File: config.mk
export PLATFORM = sky130hd
export DESIGN_NAME = microcode_sequencer
export DESIGN_NICKNAME = d
export VERILOG_FILES = /design/src/rtl/microcode_sequencer.sv
export SDC_FILE = /design/constraint.sdc
export NUM_CORES = 1
export LEC_CHECK = 0
export BUFFER_PORTS_ARGS = -buffer_cell sky130_fd_sc_hd__buf_2
export CAP_MARGIN = 25
export CORE_AREA = 3 3 77 79
export CTS_CLUSTER_DIAMETER = 120
export DETAILED_ROUTE_END_ITERATION = 6
export DIE_AREA = 0 0 80 82
export GPL_TIMING_DRIVEN = 0
export PLACE_DENSITY = 0.75
export SLEW_MARGIN = 15
export SYNTH_ARGS = -nofsm -noshare
export SYNTH_HDL_FRONTEND = slang
export SYNTH_SLANG_ARGS = --single-unit
File: constraint.sdc
create_clock -name clk -period 1.6 [get_ports clk]
set_input_delay 0 -clock clk [delete_from_list [all_inputs] [get_ports clk]]
set_output_delay 0 -clock clk [all_outputs]
set_load 0.02 [all_outputs]
File: src/rtl/microcode_sequencer.sv
// Microcode sequencer: fetches 14-bit micro-words from an external synchronous ROM,
// expands them into the 25-bit datapath control word and sequences micro-addresses.
module microcode_sequencer #(
    parameter int UADDR_W = 9,
    parameter int UWORD_W = 14,
    parameter int CW_W    = 25
) (
    input  logic               clk,
    input  logic               rst_n,
    input  logic [7:0]         opcode_i,
    input  logic               flag_zero_i,
    input  logic               flag_carry_i,
    input  logic               flag_rem_i,
    input  logic               mem_ready_i,
    input  logic               resume_i,
    output logic [UADDR_W-1:0] uaddr_o,
    input  logic [UWORD_W-1:0] uword_i,
    output logic [CW_W-1:0]    ctrl_o,
    output logic               ctrl_valid_o,
    output logic               halted_o
);

    typedef enum logic [1:0] {
        ST_FETCH  = 2'd0,
        ST_EXEC   = 2'd1,
        ST_WAIT   = 2'd2,
        ST_HALTED = 2'd3
    } state_t;

    localparam logic [1:0] CLS_ALU    = 2'd0;
    localparam logic [1:0] CLS_MOVE   = 2'd1;
    localparam logic [1:0] CLS_MEM    = 2'd2;
    localparam logic [1:0] CLS_BRANCH = 2'd3;
    localparam logic [1:0] REG_LOAD   = 2'd1;
    localparam logic [1:0] REG_ENABLE = 2'd2;
    localparam logic [2:0] MEM_READ   = 3'd1;
    localparam logic [2:0] MEM_WRITE  = 3'd2;

    state_t               state_r;
    state_t               state_s;
    logic [UADDR_W-1:0]   upc_r;
    logic [UADDR_W-1:0]   upc_s;
    logic                 dispatch_pending_r;
    logic                 dispatch_pending_s;
    logic [CW_W-1:0]      ctrl_hold_r;
    logic [CW_W-1:0]      ctrl_dec_s;
    logic [UADDR_W-1:0]   uaddr_s;
    logic [1:0]           cls_s;
    logic                 branch_taken_s;

    // Expand one micro-word into the packed control word; branches expand to all-zero.
    function automatic logic [24:0] decode_uword(input logic [13:0] w);
        logic [3:0]      alu_op;
        logic            alu_en;
        logic [2:0]      mem_op;
        logic            dws;
        logic            bus;
        logic [3:0][1:0] reg_f;
        logic [2:0]      ir_op;
        logic            rst_b;
        logic            halt_b;
        logic            cul;
        logic            ni;
        alu_op = 4'd0;
        alu_en = 1'b0;
        mem_op = 3'd0;
        dws    = 1'b0;
        bus    = 1'b0;
        reg_f  = 8'd0;
        ir_op  = 3'd0;
        rst_b  = 1'b0;
        halt_b = 1'b0;
        cul    = 1'b0;
        ni     = 1'b0;
        case (w[13:12])
            CLS_ALU: begin
                if (w[11:8] > 4'd12) begin
                    alu_op = 4'd0;
                    alu_en = 1'b0;
                end else begin
                    alu_op = w[11:8];
                    alu_en = 1'b1;
                end
                // Source first so a shared src/dst register ends up as LOAD.
                reg_f[w[5:4]] = REG_ENABLE;
                reg_f[w[7:6]] = REG_LOAD;
            end
            CLS_MOVE: begin
                if (w[7]) reg_f[w[11:10]] = REG_ENABLE;
                if (w[6]) reg_f[w[9:8]]   = REG_LOAD;
                ir_op  = (w[5:3] > 3'd4) ? 3'd0 : w[5:3];
                ni     = w[2];
                halt_b = w[1];
                rst_b  = w[0];
            end
            CLS_MEM: begin
                mem_op = (w[11:10] == 2'd3) ? 3'd0 : {1'b0, w[11:10]};
                bus    = w[9];
                dws    = w[8];
                if (w[5] && (mem_op == MEM_READ))  reg_f[w[7:6]] = REG_LOAD;
                if (w[5] && (mem_op == MEM_WRITE)) reg_f[w[7:6]] = REG_ENABLE;
                ir_op  = (w[4:2] > 3'd4) ? 3'd0 : w[4:2];
                cul    = w[0];
            end
            default: begin
                alu_op = 4'd0;
            end
        endcase
        return {alu_op, alu_en, mem_op, dws, bus,
                reg_f[0], reg_f[1], reg_f[2], reg_f[3],
                ir_op, rst_b, halt_b, cul, ni};
    endfunction

    function automatic logic cond_met(input logic [1:0] cond, input logic z,
                                      input logic c, input logic r);
        case (cond)
            2'd0:    return 1'b1;
            2'd1:    return z;
            2'd2:    return c;
            default: return r;
        endcase
    endfunction

    // Word decode and branch evaluation for the word currently presented by the ROM.
    always_comb begin
        cls_s          = uword_i[13:12];
        ctrl_dec_s     = decode_uword(uword_i);
        branch_taken_s = (cls_s == CLS_BRANCH) &&
                         cond_met(uword_i[11:10], flag_zero_i, flag_carry_i, flag_rem_i);
        uaddr_s        = dispatch_pending_r ? {opcode_i, 1'b0} : upc_r;
    end

    // Next-state and micro-PC sequencing.
    always_comb begin
        state_s            = state_r;
        upc_s              = upc_r;
        dispatch_pending_s = dispatch_pending_r;
        case (state_r)
            ST_FETCH: begin
                upc_s              = uaddr_s;
                dispatch_pending_s = 1'b0;
                state_s            = ST_EXEC;
            end
            ST_EXEC: begin
                if ((cls_s == CLS_MOVE) && uword_i[0]) begin
                    upc_s              = 9'd0;
                    dispatch_pending_s = 1'b0;
                    state_s            = ST_FETCH;
                end else if ((cls_s == CLS_MOVE) && uword_i[1]) begin
                    state_s = ST_HALTED;
                end else begin
                    if (branch_taken_s) begin
                        upc_s = uword_i[8:0];
                    end else begin
                        upc_s = upc_r + 9'd1;
                    end
                    if ((cls_s == CLS_MOVE) && uword_i[2]) begin
                        dispatch_pending_s = 1'b1;
                    end else begin
                        dispatch_pending_s = dispatch_pending_r;
                    end
                    if ((cls_s == CLS_MEM) && uword_i[1] && !mem_ready_i) begin
                        state_s = ST_WAIT;
                    end else begin
                        state_s = ST_FETCH;
                    end
                end
            end
            ST_WAIT: begin
                if (mem_ready_i) begin
                    state_s = ST_FETCH;
                end else begin
                    state_s = ST_WAIT;
                end
            end
            ST_HALTED: begin
                if (resume_i) begin
                    upc_s   = upc_r + 9'd1;
                    state_s = ST_FETCH;
                end else begin
                    state_s = ST_HALTED;
                end
            end
            default: begin
                state_s = ST_FETCH;
            end
        endcase
    end

    // Sequencer state registers.
    always_ff @(posedge clk or negedge rst_n) begin
        if (!rst_n) begin
            state_r            <= ST_FETCH;
            upc_r              <= 9'd0;
            dispatch_pending_r <= 1'b0;
        end else begin
            state_r            <= state_s;
            upc_r              <= upc_s;
            dispatch_pending_r <= dispatch_pending_s;
        end
    end

    // Capture the executing control word so it stays stable through memory waits.
    always_ff @(posedge clk or negedge rst_n) begin
        if (!rst_n) begin
            ctrl_hold_r <= 25'd0;
        end else if (state_r == ST_EXEC) begin
            ctrl_hold_r <= ctrl_dec_s;
        end else begin
            ctrl_hold_r <= ctrl_hold_r;
        end
    end

    assign uaddr_o      = uaddr_s;
    assign ctrl_o       = (state_r == ST_EXEC) ? ctrl_dec_s :
                          (state_r == ST_WAIT) ? ctrl_hold_r : 25'd0;
    assign ctrl_valid_o = ((state_r == ST_EXEC) && (cls_s != CLS_BRANCH)) ||
                          (state_r == ST_WAIT);
    assign halted_o     = (state_r == ST_HALTED);

endmodule

==> results.py <==
metrics = {
    "clocking": {
        "clk_pin_slew_ns": 0.08,
        "cts_sinks": 36,
        "cts_root_buffer": "clkbuf_8",
        "cts_buffers": 5,
        "tritoncts": "done",
        "clockBufferDepth": 2,
        "cts_max_level": 2,
        "clock_latency_ns": 0.30,
    },
    "timing": {
        "rsz0062_at_grt": "yes",
        "finalSetupViolations": 15,
        "worst_pin_slew_ns": 0.8437,
        "fin_ws_ns": -0.06718,
        "fmax_mhz": 599.8,
        "slew_violations": 0,
        "period_share_pct": 104.2,
        "worst_clock_skew_ns": 0.01090,
        "slew_headroom_pct": 43.76,
        "layout_min_cycle_time_ns": 1.667,
        "finalHoldViolCount": 0,
    },
    "layout": {
        "drive_above_1_share_pct": 45.19,
        "multiInputGateArea_um2": 1717,
        "fin_cells": 446,
        "syn2layout_area_growth_pct": 48.15,
        "n_fill_cell": 415,
        "seq_area_um2": 907.1,
        "diodes": 0,
        "nNetsFinal": 408,
    },
    "synthesis": {
        "synth_nets": 319,
        "yosys-top-cells-count": "nand2_1 (41), dfrtp_1 (36), nor2_1 (22), a21o_1 (19), clkbuf_1 (15)",
        "async_flop_share_pct": 100.0,
        "synth_top_area_share_pct": 36.04,
        "syn-mean-instance-area_um2": 8.772,
        "synth_edf_count": 0,
        "yosys_warnings": 0,
        "ys_seq_elements": 36,
        "yosysTopAreaCell": "dfrtp_1",
        "synth_most_common_cell": "nand2_1",
        "ys_seq_area_share_pct": 36.04,
        "netlist_area_um2": 2500,
        "synth.distinct_cells": 54,
        "postSynthCellCount": 285,
        "synthTopCellsByArea": "dfrtp_1 (36%), nand2_1 (6.2%), a21o_1 (5.7%), a22o_1 (4.2%), mux2_2 (3.6%)",
        "ys.flop_type": "dfrtp_1",
    },
    "place": {
        "dp_hpwl_mm": 5.008,
        "pre_cts_ws_ns": -0.2928,
        "place_inst": 415,
        "gp_congestion": 0.9338,
        "numPortBuffers": 58,
    },
    "floorplanning": {
        "die_h_um": 82,
        "rows": 27,
        "die-area_um2": 6560,
        "initial_core_util_pct": 46.25,
        "die_x_um": 80,
        "ios": 65,
        "core_area_um2": 5405,
    },
    "worst_setup_path": {
        "r2r_setup_slack_ns": -0.02,
        "crit_path_end_kind": "primary output",
        "crit_required_ns": 1.60,
        "cp_max_fo": 6,
        "critPathLaunchType": "flip-flop",
        "crit_type": "flip-flop to primary output",
        "worstPathArrival_ns": 1.67,
    },
    "route": {
        "wl_per_cell_um": 18.17,
        "via_per_inst": 5.957,
        "dr.first_iter.drc_count": 170,
        "drt-total-wl_mm": 8.103,
        "vias": 2657,
        "post-route-drc-count": 0,
        "drt-pass1-iter-count": 6,
        "antenna_left": 0,
    },
    "outcome": {
        "violations": "negative setup slack",
        "status": "finished, violations left",
    },
    "global_routing": {
        "grt_pass1_wl_mm": 11.83,
        "grt_pass1_vias": 2442,
        "grt_max_degree": 37,
        "grt_usage_pct": 23.13,
        "antenna_found_initial": 0,
        "grt-ovfl-total": 0,
    },
    "pwr": {
        "peakVddDrop_mv": 0.7262,
        "p_per_area_nw_per_um2": 1548,
        "power_leakage_nw": 1.872,
    },
    "run": {
        "maxCapViolCount": 0,
    },
    "hold_path": {
        "hp-class": "primary input to flip-flop",
    },
}
timing repair:
| item | 4_1_cts | 5_1_grt |
|---|---|---|
| endpoints found under the hold margin | 38 | 0 |
| gates cloned | 1 | 3 |
| hold buffers | 3 | 0 |
| setup buffers | 10 | 9 |
| endpoints found under the setup margin | 53 | 34 |
| gates resized for setup | 73 | 63 |
| pin swaps | 5 | 13 |
cell families after synthesis:
| group | Yosys count | share of synthesized area [%] |
|---|---|---|
| DFF | 36 | 36.04 |
| muxes | 12 | 6.006 |
| other | 1 | 0.1500 |
| and+or+nand+nor | 108 | 20.57 |
| buffers and inverters | 31 | 5.305 |
| xor gates and xnor gates | 7 | 2.453 |
| adders and majority gates | 5 | 2.503 |
| AOI/OAI and AO/OA | 85 | 26.98 |
sequential cells by signal (all words and copies together) (netlist names):
name	count
ctrl_hold_r	24
upc_r	9
state_r	2
dispatch_pending_r	1
path summary, 6_finish.rpt:
path / depth (start not counted) / start / to
worst max-delay path: 7 / state_r[0] / ctrl_o[3]
worst min-delay path: 2 / uword_i[11] / ctrl_hold_r[24]
worst max register to register: 6 / state_r[0] / upc_r[0]
worst min register to register: 1 / ctrl_hold_r[18] / ctrl_hold_r[18]
max in group asynchronous: 2 / rst_n / upc_r[0]
min in group asynchronous: 2 / rst_n / upc_r[3]
stage by stage:
stage          util (%)  area [um^2]   TNS, ns  power (mW)  hold slack [ns]
5_1_grt           68.52         3704    -1.674       6.042          0.04904
2_1_floorplan         -         2501         0       3.223          -0.2956
3_5_place_dp      53.31         2882    -8.391       3.874           0.1425
3_3_place_gp      53.31         2882    -6.801       3.806           0.1422
4_1_cts           61.57         3328  -0.09596       5.024         0.006273
6_report          68.52         3704   -0.4031       5.735          0.03533
layout by cell type (no fill, tap or decap), types with 4 or more instances in the layout:
master	instances
buf_2	39
nand2_1	32
dfrtp_1	31
buf_6	27
a21o_1	19
buf_4	18
nor2_1	17
a22o_1	12
o21ai_0	11
nor3_1	9
clkbuf_8	9
inv_1	8
mux2_2	8
o22ai_1	6
clkbuf_1	6
nand2_2	6
a221oi_2	6
nor2b_1	5
nand3_1	5
dfrtp_2	5
nor3_2	4
xnor2_1	4
mux2_4	4
routing by layer:
layer  track usage [%]  part of all wire [%]  vias to the layer above
met1             30.00                    42                     1288
li1                  -                     -                     1210
met3             4.496                   7.6                       15
met4             8.446                   1.6                        0
met2             38.33                    49                      144
met5                 0                     0                        -
area by class of cell:
| class | instances | area share, % |
|---|---|---|
| buffer | 20 | 4.899 |
| clock buffer | 7 | 2.601 |
| inverter | 9 | 1.047 |
| multi-input combinational | 219 | 46.35 |
| sequential | 36 | 24.49 |
| tap | 72 | 2.432 |
| timing repair buffer | 83 | 18.18 |
critical path: stages (launching register included):
cell and delay [ns]:
dfrtp_2 0.46, buf_6 0.14, inv_6 0.06, nor2_4 0.04
buf_12 0.13, buf_4 0.14, a32o_2 0.27, buf_6 0.13
power breakdown:
part           internal, mW  switching [mW]
registers              1.22           0.293
clock network         0.384           0.346
logic                  1.66            1.83
No activity file was read; power rests on OpenSTA's default activity.
